File: config.mk
export PLATFORM = sky130hd
export DESIGN_NAME = mem_arbiter_flat
export DESIGN_NICKNAME = d
export VERILOG_FILES = /design/src/rtl/mem_arbiter_pkg.sv /design/src/rtl/mem_arbiter_if.sv /design/src/rtl/mem_arbiter_rr_arb2.sv /design/src/rtl/mem_arbiter.sv /design/src/flat_wrapper.sv
export SDC_FILE = /design/constraint.sdc
export NUM_CORES = 1
export LEC_CHECK = 0
export CAP_MARGIN = 10
export CORE_AREA = 2 2 108 110
export DETAILED_ROUTE_END_ITERATION = 10
export DIE_AREA = 0 0 110 112
export PLACE_DENSITY = 0.88
export SETUP_SLACK_MARGIN = 0.2
export SLEW_MARGIN = 5
export SYNTH_ARGS = -nofsm -noshare
export SYNTH_HDL_FRONTEND = slang
export SYNTH_SLANG_ARGS = --single-unit
File: constraint.sdc
create_clock -name clock -period 6.4 [get_ports clock]
set_input_delay 0.96 -clock clock [delete_from_list [all_inputs] [get_ports clock]]
set_output_delay 0.96 -clock clock [all_outputs]
set_load 0.005 [all_outputs]
File: src/rtl/mem_arbiter_pkg.sv
// mem_pkg: shared definitions for the memory arbiter.
//   - access_size encodings and beats() helper (1/4/8/16 words)
//   - FSM state enum
//   - START_ADDR: base of the memory image
package mem_pkg;

  localparam logic [1:0] SIZE_1  = 2'b00;
  localparam logic [1:0] SIZE_4  = 2'b01;
  localparam logic [1:0] SIZE_8  = 2'b10;
  localparam logic [1:0] SIZE_16 = 2'b11;

  localparam logic [31:0] START_ADDR = 32'h8002_0000;

  typedef enum logic [1:0] {IDLE, XFER, DRAIN} state_t;

  function automatic logic [4:0] beats(input logic [1:0] size);
    case (size)
      SIZE_1:  return 5'd1;
      SIZE_4:  return 5'd4;
      SIZE_8:  return 5'd8;
      default: return 5'd16;
    endcase
  endfunction

endpackage

File: src/rtl/mem_arbiter_if.sv
// mem_arbiter_if: requester handshakes (ports 0/1) plus the memory-side bus.
//   slave  : arbiter view (takes requests, drives grants/data and mem_*)
//   master : requester + memory model view (the reverse)
interface mem_arbiter_if #(
  parameter int data_width    = 32,
  parameter int address_width = 32
);
  logic                     req_0, req_1;
  logic                     rw_0, rw_1;
  logic [address_width-1:0] addr_0, addr_1;
  logic [1:0]               size_0, size_1;
  logic [data_width-1:0]    wdata_0, wdata_1;
  logic                     gnt_0, gnt_1;
  logic                     wready_0, wready_1;
  logic                     rvalid_0, rvalid_1;
  logic                     done_0, done_1;
  logic [data_width-1:0]    rdata;
  logic [address_width-1:0] mem_address;
  logic [data_width-1:0]    mem_data_in;
  logic [1:0]               mem_access_size;
  logic                     mem_rw;
  logic                     mem_enable;
  logic                     mem_busy;
  logic [data_width-1:0]    mem_data_out;

  modport slave (
    input  req_0, req_1, rw_0, rw_1, addr_0, addr_1, size_0, size_1,
           wdata_0, wdata_1, mem_busy, mem_data_out,
    output gnt_0, gnt_1, wready_0, wready_1, rvalid_0, rvalid_1,
           done_0, done_1, rdata, mem_address, mem_data_in,
           mem_access_size, mem_rw, mem_enable
  );

  modport master (
    output req_0, req_1, rw_0, rw_1, addr_0, addr_1, size_0, size_1,
           wdata_0, wdata_1, mem_busy, mem_data_out,
    input  gnt_0, gnt_1, wready_0, wready_1, rvalid_0, rvalid_1,
           done_0, done_1, rdata, mem_address, mem_data_in,
           mem_access_size, mem_rw, mem_enable
  );
endinterface

File: src/rtl/mem_arbiter_rr_arb2.sv
// rr_arb2: two-input round-robin grant.
//   req : request vector {port1, port0}
//   en  : arbitration slot (pointer moves only when a grant is taken here)
//   gnt : one-hot winner, combinational
// The pointer remembers the last winner; on a tie the other port wins.
// Reset leaves the pointer at port 0 so port 1 wins the first tie.
module rr_arb2 (
  input  logic       clock,
  input  logic       reset_n,
  input  logic [1:0] req,
  input  logic       en,
  output logic [1:0] gnt
);
  logic last_q;  // 1: port 1 won most recently

  always_comb begin
    gnt = '0;
    case (req)
      2'b01:   gnt = 2'b01;
      2'b10:   gnt = 2'b10;
      2'b11:   gnt = last_q ? 2'b01 : 2'b10;
      default: gnt = '0;
    endcase
  end

  always_ff @(posedge clock or negedge reset_n) begin
    if (!reset_n)           last_q <= 1'b0;
    else if (en && (|req))  last_q <= gnt[1];
  end
endmodule

File: src/rtl/mem_arbiter.sv
// mem_arbiter: shares the single memory port between instruction fetch
// (port 0) and load/store (port 1), sequencing 1/4/8/16-word bursts.
//   clock, reset_n : clock, async active-low reset
//   bus (slave)    : per-port req/rw/addr/size/wdata in; gnt/wready/rvalid/
//                    done/rdata out; mem_* towards memory, mem_busy and
//                    mem_data_out back from it.
// Read data comes back one cycle after each consumed read beat, hence the
// registered rvalid and the DRAIN state that covers the final returned beat.
module mem_arbiter
  import mem_pkg::*;
#(
  parameter int data_width    = 32,
  parameter int address_width = 32
) (
  input logic clock,
  input logic reset_n,
  mem_arbiter_if.slave bus
);
  state_t state, state_nxt;

  logic [1:0]               req, win;
  logic                     owner, rw_q, first_q, rvalid_q, rdone_q;
  logic [1:0]               size_q;
  logic [3:0]               beat;
  logic [address_width-1:0] base_q, addr_sel;
  logic                     rw_sel;
  logic [1:0]               size_sel;
  logic                     idle, xfer, start, take, last, wr_beat;
  logic [data_width-1:0]    wdata_own;

  assign req   = {bus.req_1, bus.req_0};
  assign idle  = (state == IDLE);
  assign xfer  = (state == XFER);
  assign start = idle && (|req);
  assign take  = xfer && !bus.mem_busy;
  assign last  = ({1'b0, beat} == (beats(size_q) - 5'd1));
  assign wr_beat = take && !rw_q;

  rr_arb2 u_arb (
    .clock   (clock),
    .reset_n (reset_n),
    .req     (req),
    .en      (idle),
    .gnt     (win)
  );

  assign rw_sel    = win[1] ? bus.rw_1   : bus.rw_0;
  assign size_sel  = win[1] ? bus.size_1 : bus.size_0;
  assign addr_sel  = win[1] ? bus.addr_1 : bus.addr_0;
  assign wdata_own = owner  ? bus.wdata_1 : bus.wdata_0;

  always_comb begin
    state_nxt = state;
    case (state)
      IDLE:    if (|req) state_nxt = XFER;
      XFER:    if (take && last) state_nxt = rw_q ? DRAIN : IDLE;
      DRAIN:   state_nxt = IDLE;
      default: state_nxt = IDLE;
    endcase
  end

  always_ff @(posedge clock or negedge reset_n) begin
    if (!reset_n) state <= IDLE;
    else          state <= state_nxt;
  end

  always_ff @(posedge clock or negedge reset_n) begin
    if (!reset_n) begin
      owner    <= 1'b0;
      rw_q     <= 1'b0;
      size_q   <= '0;
      base_q   <= '0;
      beat     <= '0;
      first_q  <= 1'b0;
      rvalid_q <= 1'b0;
      rdone_q  <= 1'b0;
    end else begin
      first_q  <= start;
      rvalid_q <= take && rw_q;
      rdone_q  <= take && rw_q && last;
      if (start) begin
        owner  <= win[1];
        rw_q   <= rw_sel;
        size_q <= size_sel;
        base_q <= addr_sel & ~address_width'(3);
        beat   <= '0;
      end else if (take) begin
        // counter returns to 0 only when the burst completes
        beat <= last ? 4'd0 : beat + 4'd1;
      end
    end
  end

  always_comb begin
    bus.mem_enable      = 1'b0;
    bus.mem_rw          = 1'b0;
    bus.mem_access_size = '0;
    bus.mem_address     = '0;
    bus.mem_data_in     = '0;
    if (xfer) begin
      bus.mem_enable      = 1'b1;
      bus.mem_rw          = rw_q;
      bus.mem_access_size = size_q;
      bus.mem_address     = base_q + address_width'({beat, 2'b00});
      bus.mem_data_in     = rw_q ? '0 : wdata_own;
    end
  end

  // first_q is only ever set on the IDLE->XFER edge, so it marks the
  // first XFER cycle regardless of mem_busy.
  assign bus.gnt_0    = first_q && !owner;
  assign bus.gnt_1    = first_q &&  owner;
  assign bus.wready_0 = wr_beat && !owner;
  assign bus.wready_1 = wr_beat &&  owner;
  assign bus.rvalid_0 = rvalid_q && !owner;
  assign bus.rvalid_1 = rvalid_q &&  owner;
  assign bus.done_0   = !owner && ((wr_beat && last) || rdone_q);
  assign bus.done_1   =  owner && ((wr_beat && last) || rdone_q);
  assign bus.rdata    = rvalid_q ? bus.mem_data_out : '0;

endmodule

File: src/flat_wrapper.sv
// flat-port wrapper written by rule: the top's interface ports become plain ports
module mem_arbiter_flat import mem_pkg::*;
#(
  parameter int data_width    = 32,
  parameter int address_width = 32
)
  (clock, reset_n, bus_req_0, bus_req_1, bus_rw_0, bus_rw_1, bus_addr_0, bus_addr_1, bus_size_0, bus_size_1, bus_wdata_0, bus_wdata_1, bus_mem_busy, bus_mem_data_out, bus_gnt_0, bus_gnt_1, bus_wready_0, bus_wready_1, bus_rvalid_0, bus_rvalid_1, bus_done_0, bus_done_1, bus_rdata, bus_mem_address, bus_mem_data_in, bus_mem_access_size, bus_mem_rw, bus_mem_enable);
  mem_arbiter_if #(.data_width(data_width), .address_width(address_width)) bus_i ();
  input logic clock;
  input logic reset_n;
  input wire logic [$bits(bus_i.req_0)-1:0] bus_req_0;
  input wire logic [$bits(bus_i.req_1)-1:0] bus_req_1;
  input wire logic [$bits(bus_i.rw_0)-1:0] bus_rw_0;
  input wire logic [$bits(bus_i.rw_1)-1:0] bus_rw_1;
  input wire logic [$bits(bus_i.addr_0)-1:0] bus_addr_0;
  input wire logic [$bits(bus_i.addr_1)-1:0] bus_addr_1;
  input wire logic [$bits(bus_i.size_0)-1:0] bus_size_0;
  input wire logic [$bits(bus_i.size_1)-1:0] bus_size_1;
  input wire logic [$bits(bus_i.wdata_0)-1:0] bus_wdata_0;
  input wire logic [$bits(bus_i.wdata_1)-1:0] bus_wdata_1;
  input wire logic [$bits(bus_i.mem_busy)-1:0] bus_mem_busy;
  input wire logic [$bits(bus_i.mem_data_out)-1:0] bus_mem_data_out;
  output wire logic [$bits(bus_i.gnt_0)-1:0] bus_gnt_0;
  output wire logic [$bits(bus_i.gnt_1)-1:0] bus_gnt_1;
  output wire logic [$bits(bus_i.wready_0)-1:0] bus_wready_0;
  output wire logic [$bits(bus_i.wready_1)-1:0] bus_wready_1;
  output wire logic [$bits(bus_i.rvalid_0)-1:0] bus_rvalid_0;
  output wire logic [$bits(bus_i.rvalid_1)-1:0] bus_rvalid_1;
  output wire logic [$bits(bus_i.done_0)-1:0] bus_done_0;
  output wire logic [$bits(bus_i.done_1)-1:0] bus_done_1;
  output wire logic [$bits(bus_i.rdata)-1:0] bus_rdata;
  output wire logic [$bits(bus_i.mem_address)-1:0] bus_mem_address;
  output wire logic [$bits(bus_i.mem_data_in)-1:0] bus_mem_data_in;
  output wire logic [$bits(bus_i.mem_access_size)-1:0] bus_mem_access_size;
  output wire logic [$bits(bus_i.mem_rw)-1:0] bus_mem_rw;
  output wire logic [$bits(bus_i.mem_enable)-1:0] bus_mem_enable;
  assign bus_i.req_0 = bus_req_0;
  assign bus_i.req_1 = bus_req_1;
  assign bus_i.rw_0 = bus_rw_0;
  assign bus_i.rw_1 = bus_rw_1;
  assign bus_i.addr_0 = bus_addr_0;
  assign bus_i.addr_1 = bus_addr_1;
  assign bus_i.size_0 = bus_size_0;
  assign bus_i.size_1 = bus_size_1;
  assign bus_i.wdata_0 = bus_wdata_0;
  assign bus_i.wdata_1 = bus_wdata_1;
  assign bus_i.mem_busy = bus_mem_busy;
  assign bus_i.mem_data_out = bus_mem_data_out;
  assign bus_gnt_0 = bus_i.gnt_0;
  assign bus_gnt_1 = bus_i.gnt_1;
  assign bus_wready_0 = bus_i.wready_0;
  assign bus_wready_1 = bus_i.wready_1;
  assign bus_rvalid_0 = bus_i.rvalid_0;
  assign bus_rvalid_1 = bus_i.rvalid_1;
  assign bus_done_0 = bus_i.done_0;
  assign bus_done_1 = bus_i.done_1;
  assign bus_rdata = bus_i.rdata;
  assign bus_mem_address = bus_i.mem_address;
  assign bus_mem_data_in = bus_i.mem_data_in;
  assign bus_mem_access_size = bus_i.mem_access_size;
  assign bus_mem_rw = bus_i.mem_rw;
  assign bus_mem_enable = bus_i.mem_enable;
  mem_arbiter #(.data_width(data_width), .address_width(address_width)) u_core (.clock(clock), .reset_n(reset_n), .bus(bus_i));
endmodule
==> run metrics <==
status completed; synth warn 0; net count of the finished layout 873; antenna violations before repair 1; fin crit share 0.6494; Starting Density 0.3210; highest-count cells in the layout ignoring fill and taps clkdlybuf4s50_1 (271), nor2_1 (98), mux2i_1 (65); R2R cell count 4; footprint of the flip-flops and latches 1077 um^2; Fin Clk Skew 0.004175 ns; commonest non-fill, non-tap cell in the layout clkdlybuf4s50_1; share of total power in the clock network 0.110; input/output buffers 272; Fill cells 966; die area 12,320 um^2; number of buffers created by CTS 5; number of H-tree levels 2; final number of hold-violating endpoints 0; worst setup slack after layout 2.244 ns; Yosys reg bits 43; setup total negative slack 0 ns; starting DRC count in detailed routing 187; worst hold start u_core.rw_q; global-route wire length before repair 21,730 um; area of the multi-input gates 2352 um^2; post-cts sizing count 0; buffers inserted by post-CTS timing repair 0; transition at the pin with the smallest max-transition slack 1.115 ns; FP Rows 39; number of max-slew violations in the final report 0; worst supply voltage drop on vdd 0.3004 mV; fraction of the yosys area taken by sequential cells 0.3000; leakage component of the power 2.621 nW; cell area after synthesis 3587 um^2; worst path required time 5.44 ns; average size of a mapped cell 7.989 um^2; total length of routed wires 14,420 um; critical path arrival 3.20 ns; instance count along the most critical hold path 2; net load switching power 1.099 mW; overall overflow remaining after global route 0; logic gate share of total power 0.663; Reg2Reg Capture Point u_core.rw_q; Worst R2R Setup Slack 3.95 ns; internal power summed over all cells 1.606 mW; number of search-and-repair iterations in the first detailed-routing pass 5; number of cells produced by synthesis 449; minimum clock period after layout 4.156 ns; Die Height 112 um; Tot GR Track Use 0.2259; kind of critical path flip-flop to primary output; critical register-to-register path startpoint u_core.owner; Min-Delay Endpoint u_core.rw_q; layout-stage area growth over the synthesis result 82.84%; final hold slack 0.5503 ns; fraction of final layout cells sized beyond drive strength 1 0.03156; highest achievable clock rate 0.2406 GHz; cell count after placement 832; vias in the first global route 4,357; HPWL reported at the end of detailed placement 11,460 um; Switching Fraction 0.4063; total vias in the final route 4,176; non-filler cells in the finished layout 841; average wire length per cell after detail routing 17.14 um; Root Buffer Master clkbuf_16; CP max FO 12; final number of setup-violating endpoints 0; buffer levels on the longest clock path 2; routability cong. 0.8832; insertion delay to the later sink of the worst-skew pair 0.28 ns; clock transition at the registers of the reported paths 0.06 ns; number of distinct library cell variants in the gate-level netlist after synthesis 46; die width 110 um; startpoint type of the worst setup path flip-flop; type of the most critical hold path flip-flop to flip-flop; portion of total power attributed to sequential cells 0.227; Worst Setup End Kind primary output; clk sink count 43; Maximum Capacitance Violations 0; final core area utilization 0.5869; area inside the core boundary 11,170 um^2; detail-routed via count per cell 4.966; setup repair after global routing missed its margin false; I/O Pins 279; CTS tree yes; remaining max-slew budget at the tightest pin 0.2569; number of remaining DRC errors 0; pin count of the biggest net entering global routing 73; total power density per cell area 412.4 nW/um^2; worst slack after detailed placement 2.601 ns; antenna viol nets, final 0; number of buffers inserted for hold repair after clock tree synthesis 0
[power groups by stage]
stage	clock (mW)	combinational [mW]	sequential (mW)
2_1_floorplan	0	0.937	0.507
3_3_place_gp	0	1.76	0.603
3_5_place_dp	0	1.79	0.617
4_1_cts	0.301	1.81	0.613
5_1_grt	0.311	1.96	0.640
6_report	0.298	1.79	0.614
[area by class of cell]
| type | instances | share of cell area |
|---|---|---|
| diodes | 1 | 0.0003815 |
| repair buffers | 275 | 0.4178 |
| clock buffers | 6 | 0.02118 |
| flip-flops and latches | 43 | 0.1642 |
| multi-input cells | 362 | 0.3586 |
| clock inverters | 2 | 0.005341 |
| well taps | 143 | 0.02728 |
| inverters | 9 | 0.005151 |
[stage by stage]
stage	instance area (um^2)	total power [mW]
floorplan	3591	1.444
global placement	6376	2.361
detailed placement	6376	2.405
CTS	6550	2.719
global route	6559	2.912
finish	6559	2.705
[synthesized netlist by cell type (all sizes together)]
| cell type | number | share of area |
|---|---|---|
| and2 | 36 | 0.063 |
| nand4 | 3 | 0.0052 |
| a21oi | 43 | 0.060 |
| conb | 1 | 0.0010 |
| o21ai | 8 | 0.011 |
| o21a | 2 | 0.0042 |
| or3b | 1 | 0.0024 |
| a211oi | 8 | 0.017 |
| clkbuf | 28 | 0.029 |
| buf | 8 | 0.012 |
| o31a | 1 | 0.0024 |
| inv | 9 | 0.0094 |
| and3 | 1 | 0.0017 |
| o22ai | 1 | 0.0017 |
| or3 | 2 | 0.0035 |
| nor3 | 6 | 0.0084 |
| nand3 | 6 | 0.0098 |
| fa | 1 | 0.0056 |
| a21boi | 1 | 0.0021 |
| nor2 | 98 | 0.10 |
| nor4b | 3 | 0.0091 |
| nor2b | 6 | 0.010 |
| xor2 | 2 | 0.0049 |
| or4 | 2 | 0.0052 |
| nand2 | 14 | 0.015 |
| and4 | 3 | 0.0073 |
| dfrtp | 43 | 0.30 |
| nor3b | 3 | 0.0063 |
| a31oi | 3 | 0.0052 |
| nand2b | 4 | 0.0070 |
| mux2i | 65 | 0.18 |
| a31o | 1 | 0.0024 |
| ha | 5 | 0.017 |
| nor4 | 3 | 0.0070 |
| nand3b | 1 | 0.0021 |
| or4b | 1 | 0.0028 |
| nand4b | 1 | 0.0024 |
| xnor2 | 23 | 0.056 |
| a21o | 1 | 0.0021 |
| a2111oi | 1 | 0.0042 |
[state kept, by name, indices dropped and copies added (netlist names)]
| register | count |
|---|---|
| u_core.first_q | 1 |
| u_core.rvalid_q | 1 |
| u_core.beat | 4 |
| u_core.rw_q | 1 |
| u_core.owner | 1 |
| u_core.base_q | 30 |
| u_core.rdone_q | 1 |
| u_core.size_q | 2 |
| u_core.state | 2 |
[kinds of logic (layout without fill, tap and decap cells)]
family                   after synthesis  in the layout  share of synthesized area
AND/OR/NAND/NOR                      194            194                     0.2707
AO/OA/AOI/OAI                         70             70                     0.1123
multiplexers                          65             65                     0.1814
other                                  1              3                   0.001045
adder cells (fa/ha/maj)                6              6                    0.02302
XOR/XNOR                              25             25                    0.06104
buffers and inverters                 45            292                    0.05057
flip-flops                            43             43                     0.3000
[how the worst max path moves through the flow]
stage / start / to / slack (ns) / cells after the start
2_1_floorplan: u_core.beat[0] / bus_mem_address[14] / 3.46 / 9
3_3_place_gp: u_core.beat[0] / bus_mem_address[22] / 2.61 / 9
3_5_place_dp: u_core.beat[0] / bus_mem_address[28] / 2.60 / 9
4_1_cts: u_core.beat[0] / bus_mem_address[28] / 2.24 / 9
5_1_grt: u_core.beat[0] / bus_mem_address[28] / 1.94 / 9
6_report: u_core.beat[0] / bus_mem_address[28] / 2.24 / 9
[critical path, cell delays in order, from the launching register on]
cell and delay, ns:
dfrtp_1 0.45, ha_1 0.24, inv_1 0.06, fa_1 0.39
nor2b_1 0.20, o21ai_1 0.34, a2111oi_2 0.50, xnor2_1 0.10
nor2_1 0.09, clkdlybuf4s50_1 0.54
[routing by layer]
metal | track usage | share of wire | up-vias
li1 | - | - | 2019
met1 | 0.2405 | 0.36 | 1918
met2 | 0.3939 | 0.51 | 198
met3 | 0.06909 | 0.086 | 41
met4 | 0.1173 | 0.043 | 0
met5 | 0 | 0 | -
Power figures use the tool's default switching activity.
